$ cat config.mk
export PLATFORM = sky130hd
export DESIGN_NAME = deinterleaver_seq
export DESIGN_NICKNAME = d
export VERILOG_FILES = /design/src/rtl/deinterleaver_pkg.sv /design/src/rtl/deinterleaver_lane.sv /design/src/rtl/deinterleaver_seq.sv
export SDC_FILE = /design/constraint.sdc
export NUM_CORES = 1
export LEC_CHECK = 0
export BUFFER_PORTS_ARGS = -buffer_cell sky130_fd_sc_hd__buf_2
export CAP_MARGIN = 20
export CORE_ASPECT_RATIO = 1.75
export CORE_MARGIN = 3
export CORE_UTILIZATION = 39
export CTS_BUF_LIST = sky130_fd_sc_hd__clkbuf_16
export CTS_CLUSTER_DIAMETER = 60
export CTS_CLUSTER_SIZE = 25
export DETAILED_ROUTE_END_ITERATION = 10
export GPL_TIMING_DRIVEN = 0
export SLEW_MARGIN = 20
export SYNTH_ARGS = -nofsm -noshare
export SYNTH_HDL_FRONTEND = slang
export SYNTH_SLANG_ARGS = --single-unit
$ cat constraint.sdc
create_clock -name clk -period 5.3 [get_ports clk]
set_input_delay 0 -clock clk [delete_from_list [all_inputs] [get_ports clk]]
set_output_delay 0 -clock clk [all_outputs]
set_load 0.02 [all_outputs]
$ cat src/rtl/deinterleaver_pkg.sv
// Shared widths and state encoding for the deinterleaver sequencer.
package deinterleaver_pkg;

    localparam logic [1:0] S_LOAD = 2'd0;
    localparam logic [1:0] S_IDLE = 2'd1;
    localparam logic [1:0] S_RUN  = 2'd2;

    // Width of one sweepstart chunk (and of a group index).
    function automatic int calc_cw(input int p, input int z);
        return $clog2(p / z);
    endfunction

    // Width of one weight index.
    function automatic int calc_w(input int p, input int fo);
        return $clog2(p * fo);
    endfunction

    // Width of the sweep counter; at least one bit even when fo = 1.
    function automatic int calc_sw(input int fo);
        return (fo > 1) ? $clog2(fo) : 1;
    endfunction

    // Total width of the sweepstart register.
    function automatic int calc_ssw(input int p, input int z, input int fo);
        return calc_cw(p, z) * fo * z;
    endfunction

    // Width of the chunk load counter.
    function automatic int calc_cntw(input int fo, input int z);
        return (fo * z > 1) ? $clog2(fo * z) : 1;
    endfunction

endpackage

$ cat src/rtl/deinterleaver_lane.sv
// One lane of the inverse mapping: group, sweep and sweepstart chunk -> weight index.
module deinterleaver_lane
    import deinterleaver_pkg::*;
#(
    parameter int p    = 32,
    parameter int z    = 8,
    parameter int fo   = 2,
    parameter int lane = 0
) (
    input  logic [calc_cw(p, z)-1:0]  group_i,
    input  logic [calc_cw(p, z)-1:0]  chunk_i,
    input  logic [calc_sw(fo)-1:0]    sweep_i,
    output logic [calc_w(p, fo)-1:0]  w_o
);

    localparam int CW = calc_cw(p, z);
    localparam int W  = calc_w(p, fo);

    logic [CW-1:0] gi_s;

    // The CW-bit subtraction wraps naturally, giving (k - chunk) mod p/z.
    always_comb begin
        gi_s = group_i - chunk_i;
        w_o  = (W'(sweep_i) * W'(p)) + (W'(gi_s) * W'(z)) + W'(lane);
    end

endmodule

$ cat src/rtl/deinterleaver_seq.sv
// Sequencer: serially loads sweepstart, then emits fo weight-index beats per group.
module deinterleaver_seq
    import deinterleaver_pkg::*;
#(
    parameter int fo = 2,
    parameter int fi = 4,
    parameter int p  = 32,
    parameter int n  = 8,
    parameter int z  = 8
) (
    input  logic                          clk,
    input  logic                          reset,
    input  logic                          ss_load_valid,
    input  logic [calc_cw(p, z)-1:0]      ss_load_chunk,
    output logic                          ss_loaded,
    input  logic                          in_valid,
    output logic                          in_ready,
    input  logic [calc_cw(p, z)-1:0]      in_group,
    output logic                          out_valid,
    input  logic                          out_ready,
    output logic [calc_sw(fo)-1:0]        out_sweep,
    output logic                          out_last,
    output logic [calc_w(p, fo)*z-1:0]    out_wt_package
);

    localparam int CW   = calc_cw(p, z);
    localparam int W    = calc_w(p, fo);
    localparam int SW   = calc_sw(fo);
    localparam int SS_W = calc_ssw(p, z, fo);
    localparam int CNTW = calc_cntw(fo, z);
    localparam int NCH  = fo * z;

    localparam bit PARAMS_OK = (fi > 0) && (n > 0) && (fo > 0) && ((fo & (fo - 1)) == 0)
                               && (p % z == 0) && (p / z >= 2)
                               && (((p / z) & ((p / z) - 1)) == 0);

    if (!PARAMS_OK) begin : g_bad_params
        $error("deinterleaver_seq: illegal parameter set");
    end

    logic [1:0]      state_q, state_d;
    logic [CNTW-1:0] cnt_q, cnt_d;
    logic [SS_W-1:0] ss_q, ss_d;
    logic [CW-1:0]   group_q, group_d;
    logic [SW-1:0]   sweep_q, sweep_d;
    logic            run_s;
    logic            last_s;
    logic            accept_s;
    logic [W*z-1:0]  pkg_s;

    assign run_s    = (state_q == S_RUN);
    assign last_s   = run_s && (sweep_q == SW'(fo - 1));
    assign in_ready = (state_q == S_IDLE) || (last_s && out_ready);
    assign accept_s = in_valid && in_ready;

    assign ss_loaded      = (state_q != S_LOAD);
    assign out_valid      = run_s;
    assign out_last       = last_s;
    assign out_sweep      = run_s ? sweep_q : '0;
    assign out_wt_package = run_s ? pkg_s : '0;

    for (genvar j = 0; j < z; j++) begin : g_lane
        logic [CW-1:0] chunk_s;

        // Pick this lane's sweepstart chunk for the current sweep.
        always_comb begin
            chunk_s = '0;
            for (int s = 0; s < fo; s++) begin
                chunk_s = chunk_s | ((int'(sweep_q) == s) ? ss_q[(s*z+j)*CW +: CW] : '0);
            end
        end

        deinterleaver_lane #(
            .p    (p),
            .z    (z),
            .fo   (fo),
            .lane (j)
        ) u_lane (
            .group_i (group_q),
            .chunk_i (chunk_s),
            .sweep_i (sweep_q),
            .w_o     (pkg_s[j*W +: W])
        );
    end

    // Next-state logic: chunk loading, request acceptance and sweep stepping.
    always_comb begin
        state_d = state_q;
        cnt_d   = cnt_q;
        ss_d    = ss_q;
        group_d = group_q;
        sweep_d = sweep_q;
        case (state_q)
            S_LOAD: begin
                if (ss_load_valid) begin
                    for (int i = 0; i < NCH; i++) begin
                        if (cnt_q == CNTW'(i)) begin
                            ss_d[i*CW +: CW] = ss_load_chunk;
                        end else begin
                            ss_d[i*CW +: CW] = ss_q[i*CW +: CW];
                        end
                    end
                    cnt_d = cnt_q + CNTW'(1);
                    if (cnt_q == CNTW'(NCH - 1)) begin
                        state_d = S_IDLE;
                    end else begin
                        state_d = S_LOAD;
                    end
                end else begin
                    state_d = S_LOAD;
                end
            end
            S_IDLE: begin
                if (accept_s) begin
                    group_d = in_group;
                    sweep_d = '0;
                    state_d = S_RUN;
                end else begin
                    state_d = S_IDLE;
                end
            end
            S_RUN: begin
                if (out_ready) begin
                    if (last_s) begin
                        // A request taken on the last beat restarts without a bubble.
                        if (accept_s) begin
                            group_d = in_group;
                            sweep_d = '0;
                            state_d = S_RUN;
                        end else begin
                            state_d = S_IDLE;
                        end
                    end else begin
                        sweep_d = sweep_q + SW'(1);
                    end
                end else begin
                    state_d = S_RUN;
                end
            end
            default: begin
                state_d = S_LOAD;
            end
        endcase
    end

    // State registers with synchronous reset; sweepstart must be reloaded after reset.
    always_ff @(posedge clk) begin
        if (reset) begin
            state_q <= S_LOAD;
            cnt_q   <= '0;
            ss_q    <= '0;
            group_q <= '0;
            sweep_q <= '0;
        end else begin
            state_q <= state_d;
            cnt_q   <= cnt_d;
            ss_q    <= ss_d;
            group_q <= group_d;
            sweep_q <= sweep_d;
        end
    end

endmodule

==> flow_metrics.env, run 1 <==
export IMPL_synth_warnings=0
export IMPL_cp_cell_sequence="inv_1 -> ha_1 -> clkbuf_2 -> clkbuf_1 -> and2_1 -> buf_4 -> buf_2"
export IMPL_worstPathArrival_ps=2530
export IMPL_cts_tree="yes"
export IMPL_diodes=0
export IMPL_routabilityCongestion=0.815
export IMPL_drv_slew=0
export IMPL_grt_first_pass_wirelength_microns=10700
export IMPL_netlist_top_cell_by_area="dfxtp_1"
export IMPL_max_slew_margin=0.592
export IMPL_crit_family="buffers and inverters"
export IMPL_fin_nets=415
export IMPL_synth_cell_types=35
export IMPL_startpoint_type="flip-flop"
export IMPL_dp_hpwl_microns=5200
export IMPL_async_flop_share=0
export IMPL_dieArea_sq_mm=0.00797
export IMPL_avgViaCountPerCell=4.88
export IMPL_max_freq_mhz=395
export IMPL_ant_nets=0
export IMPL_drt_initial_drc_count=65
export IMPL_core_sq_mm=0.00664
export IMPL_status="completed"
export IMPL_hold_violations=0
export IMPL_worst_path_max_fanout=19
export IMPL_start_util=0.406
export IMPL_dr_total_vias=2310
export IMPL_worstSkewPairLatency_ps=290
export IMPL_grt_pass1_vias=2143
export IMPL_netlist_instances=325
export IMPL_slowest_stage="ha_1"
export IMPL_cts_sinks=41
export IMPL_grt_max_degree=20
export IMPL_area_delta_synth_final_pct=20.5
export IMPL_min_period_ps=2530
export IMPL_tritoncts_num_buffers=5
export IMPL_path_clk_slew_ps=60
export IMPL_htreeDepth=2
export IMPL_firstDrtPassIters=4
export IMPL_crit_required_ps=5300
export IMPL_fin_crit_sh=0.477
export IMPL_worst_slew_pin_slew_ps=610
export IMPL_clockBufferDepth=2
export IMPL_ys_flop_type="dfxtp_1"
export IMPL_p_leak_nw=1.48
export IMPL_num_io_pins=62
export IMPL_path_buf_inv=5
export IMPL_ys_top_cells_by_count="dfxtp_1, nand3_1, buf_4"
export IMPL_drc=0
export IMPL_synth_top_area_share=0.305
export IMPL_setup_tns_final_ps=0
export IMPL_grt_antenna_before_repair=0
export IMPL_hold_class="primary input to flip-flop"
export IMPL_clock_root_buffer="clkbuf_16"
export IMPL_holdBufCountCts=2
export IMPL_fin_hold_ws_ps=62.4
export IMPL_cts_resized=0
export IMPL_cpPeakStageDelay_ps=540
export IMPL_cap_violations=0
export IMPL_routedWlPerCell_microns=14.3
export IMPL_rows=39
export IMPL_cts_setup_buffers=0
export IMPL_crit_path_end_kind="output pin"
export IMPL_finalClockSkew_ps=2.14
export IMPL_place_port_buffers=45
export IMPL_synth_area_sq_mm=0.00269
export IMPL_grt_overflow=0
export IMPL_synth_edf_count=0
export IMPL_synth_area_leaders="dfxtp_1, buf_4, ha_1, nand3_1, a21oi_1"
export IMPL_drive_gt1_frac=0.299
export IMPL_rsz0062_at_grt="no"
export IMPL_grt_usage=0.180
export IMPL_synth_most_common_cell="dfxtp_1"
export IMPL_drt_wl_total_microns=6760
export IMPL_yosys_register_bits=41
export IMPL_avgSynthCellArea_sq_um=8.28
export IMPL_setup_violations=0
export IMPL_ys_seq_area_frac=0.305
export IMPL_power_density_mw_per_mm2=223
export IMPL_worstSetupPathType="flip-flop to output pin"
export IMPL_max_vdd_ir_drop_v=0.000178
export IMPL_die_h_microns=116
export IMPL_die_x_microns=68.8
sequential cells by signal, summed over array words and instances (netlist names):
register and flops:
ss_q 32, sweep_q 1, state_q 2, cnt_q 4, group_q 2
stage by stage:
stage | instance area [sq um] | power (mW) | utilization | std cells | setup WS (ps)
2_1_floorplan | 2730 | 0.370 | - | 336 | 3260
3_3_place_gp | 3060 | 0.385 | 0.461 | 463 | 3100
3_5_place_dp | 3060 | 0.386 | 0.461 | 463 | 3010
4_1_cts | 3240 | 0.727 | 0.489 | 473 | 2690
5_1_grt | 3240 | 0.746 | 0.489 | 473 | 2530
6_report | 3240 | 0.723 | 0.489 | 473 | 2770
per-layer routing:
layer / part of all wire / routed length (microns) / global-route usage
met4: 0.015 / 100 / 0.0586
met1: 0.39 / 2610 / 0.188
met2: 0.55 / 3740 / 0.344
met3: 0.047 / 320 / 0.0320
met5: 0 / 0 / 0
final cells by class:
| cell class | instances | area, sq um |
|---|---|---|
| buffer | 60 | 402 |
| clock buffer | 5 | 125 |
| clock inverter | 3 | 37.5 |
| fill | 676 | 3390 |
| inverter | 6 | 22.5 |
| multi-input combinational | 229 | 1490 |
| sequential | 41 | 821 |
| tap | 82 | 103 |
| timing repair buffer | 47 | 245 |
worst paths after layout:
kind	startpoint	endpoint	slack, ps	cells past startpoint
worst min register to register	ss_q[30]	ss_q[30]	480	2
worst min-delay path	ss_load_valid	cnt_q[1]	60	3
worst max-delay path	state_q[0]	out_wt_package[35]	2770	7
worst max register to register	state_q[0]	sweep_q	3580	6
logic make-up (layout without fill, tap and decap cells):
group / after synthesis / in the layout / share of synthesized area
flip-flops: 41 / 41 / 0.305
buffers and inverters: 66 / 121 / 0.158
other: 1 / 12 / 0.00139
XOR/XNOR: 18 / 18 / 0.0586
AND/OR/NAND/NOR: 87 / 87 / 0.178
AO/OA/AOI/OAI: 77 / 77 / 0.150
multiplexers: 19 / 19 / 0.0749
adder cells (fa/ha/maj): 16 / 16 / 0.0744
worst register-to-register path, delay by kind of cell (launching register included):
kind,cells,cell delay (ps)
fa+ha+maj,1,540
compound gates,2,220
flops,1,330
buf+inv,2,430
simple gates,1,70
layout by cell type, fill, tap and decap left out, types with 11 or more instances in the layout:
cell	count
a21oi_1	35
ha_1	16
dfxtp_1	41
nand3_1	39
nor2b_1	11
conb_1	12
buf_4	37
o21ai_0	34
buf_2	58
power breakdown:
part | internal [mW] | total, mW | switching (mW)
sequential | 0.312 | 0.315 | 0.00285
combinational | 0.0237 | 0.0653 | 0.0417
clock | 0.219 | 0.342 | 0.123
total | 0.555 | 0.723 | 0.168
No activity file was read; power rests on OpenSTA's default activity.
==> inputs of run 2 (changes only) <==
- clock period: 5.3 -> 2.1 ns (I/O delays scaled with it)
==> run 2 against run 1 <==
Net effect:
- via count shrank 0.61%
- register-to-register slack lost 3100 ps
- clock power rose to 2.5 times the previous value
- final area grew 1.4%
- critical endpoint is now out_wt_package[46]
==> flow_metrics.env, run 2 (synthesis gave the netlist of run 1 again) <==
export IMPL_status="completed"
export IMPL_core_sq_mm=0.00664
export IMPL_area_delta_synth_final_pct=22.2
export IMPL_placedCellCount=463
export IMPL_min_period_ps=2010
export IMPL_fin_nets=417
export IMPL_drv_slew=0
export IMPL_htreeDepth=2
export IMPL_setup_tns_final_ps=0
export IMPL_drt_wl_total_microns=6650
export IMPL_fin_area_sq_mm=0.00329
export IMPL_place_port_buffers=45
export IMPL_reg2reg_depth=7
export IMPL_fin_crit_sh=0.957
export IMPL_clock_root_buffer="clkbuf_16"
export IMPL_cpPeakStageDelay_ps=350
export IMPL_final_cells=475
export IMPL_diodes=0
export IMPL_tritoncts_num_buffers=5
export IMPL_hold_class="primary input to flip-flop"
export IMPL_worst_path_max_fanout=11
export IMPL_worst_slack_ps=89.6
export IMPL_path_clk_slew_ps=60
export IMPL_p_total_mw=1.83
export IMPL_cts_sinks=41
export IMPL_crit_required_ps=2100
export IMPL_rows=39
export IMPL_ant_nets=0
export IMPL_cap_violations=0
export IMPL_reg_top3="ss_q (32), cnt_q (4)"
export IMPL_dr_total_vias=2296
export IMPL_setup_violations=0
export IMPL_max_vdd_ir_drop_v=0.000449
export IMPL_placed_cell_area_sq_mm=0.00306
export IMPL_p_leak_nw=1.50
export IMPL_crit_family="buffers and inverters"
export IMPL_avgViaCountPerCell=4.83
export IMPL_slowest_stage="mux2_2"
export IMPL_grt_max_degree=20
export IMPL_num_io_pins=62
export IMPL_firstDrtPassIters=4
export IMPL_routedWlPerCell_microns=14.0
export IMPL_pre_cts_ws_ps=-194
export IMPL_die_x_microns=68.8
export IMPL_crit_path_end_kind="output pin"
export IMPL_final_cell_mix="buf_2, buf_4, dfxtp_1"
export IMPL_worstPathArrival_ps=2010
export IMPL_clockBufferDepth=2
export IMPL_worstHoldPathCells=3
export IMPL_die_h_microns=116
export IMPL_largest_reg_flops=32
export IMPL_grt_antenna_before_repair=0
export IMPL_final_common_cell="buf_2"
export IMPL_grt_first_pass_wirelength_microns=10600
export IMPL_max_slew_margin=0.610
export IMPL_largest_register="ss_q"
export IMPL_start_util=0.406
export IMPL_worstSetupPathType="flip-flop to output pin"
export IMPL_cp_cell_sequence="buf_6 -> buf_12 -> mux2_2 -> ha_1 -> xor2_1 -> xnor2_1 -> and2_1 -> buf_4"
export IMPL_hold_violations=0
export IMPL_fin_hold_ws_ps=60.8
export IMPL_worst_path_stages=8
export IMPL_worstSkewPairLatency_ps=290
export IMPL_rsz0062_at_grt="no"
export IMPL_drt_initial_drc_count=52
export IMPL_grt_overflow=0
export IMPL_drc=0
export IMPL_n_fill_cell=675
export IMPL_cts_tree="yes"
export IMPL_final_util=0.495
export IMPL_grt_usage=0.177
export IMPL_drive_gt1_frac=0.310
export IMPL_dp_hpwl_microns=5200
export IMPL_power_density_mw_per_mm2=555
export IMPL_dieArea_sq_mm=0.00797
export IMPL_worst_slew_pin_slew_ps=584
export IMPL_routabilityCongestion=0.815
export IMPL_max_freq_mhz=497
export IMPL_grt_pass1_vias=2129
export IMPL_finalClockSkew_ps=3.02
export IMPL_path_buf_inv=3
export IMPL_startpoint_type="flip-flop"
## run 2: cell types whose count changed in the layout (fill, tap and decap cells not counted)
cell,delta
ha_1,-1
buf_2,-3
buf_4,+6
and2_2,+1
buf_12,+1
clkbuf_1,-1
ha_4,+1
and2_1,-1
buf_8,-1
## run 2: final cells by class
type / count / area [sq um] / share of cell area
well taps: 82 / 103 / 0.0312
plain buffers: 58 / 395 / 0.120
repair buffers: 51 / 283 / 0.0860
clock buffers: 5 / 125 / 0.0381
flip-flops and latches: 41 / 821 / 0.250
inverters: 6 / 22.5 / 0.00685
multi-input cells: 229 / 1500 / 0.457
clock inverters: 3 / 37.5 / 0.0114
## run 2: path summary, 6_finish.rpt
| kind | startpoint | endpoint | slack (ps) |
|---|---|---|---|
| setup / recovery | sweep_q | out_wt_package[46] | 90 |
| setup reg to reg | state_q[1] | state_q[0] | 450 |
| hold / removal | ss_load_valid | cnt_q[1] | 60 |
| hold reg to reg | ss_q[30] | ss_q[30] | 470 |
## run 2: routing by layer
| layer | track usage | vias to the layer above | share of wire |
|---|---|---|---|
| met4 | 0.0586 | 0 | 0.015 |
| met5 | 0 | - | 0 |
| li1 | - | 1195 | - |
| met1 | 0.187 | 1042 | 0.39 |
| met3 | 0.0320 | 7 | 0.044 |
| met2 | 0.336 | 52 | 0.55 |
## run 2: power breakdown
group	switching [mW]	leakage, nW	total [mW]	internal, mW
Clock	0.313	0.0826	0.865	0.552
Combinational	0.105	1.09	0.165	0.0597
Sequential	0.00689	0.331	0.795	0.788
Total	0.425	1.50	1.83	1.40
## run 2: repair_timing
item	in CTS	in global routing
cloned	0	0
resized for setup	4	3
buffers inserted	3	1
pin swaps	1	0
hold endpoints to repair	2	0
setup endpoints to repair	19	7
hold buffers	2	0
## run 2: worst min-delay path: cells and delay by family
family,cells,cell delay [ps]
buffers and inverters,1,150
AO/OA/AOI/OAI,1,50
AND/OR/NAND/NOR,1,90
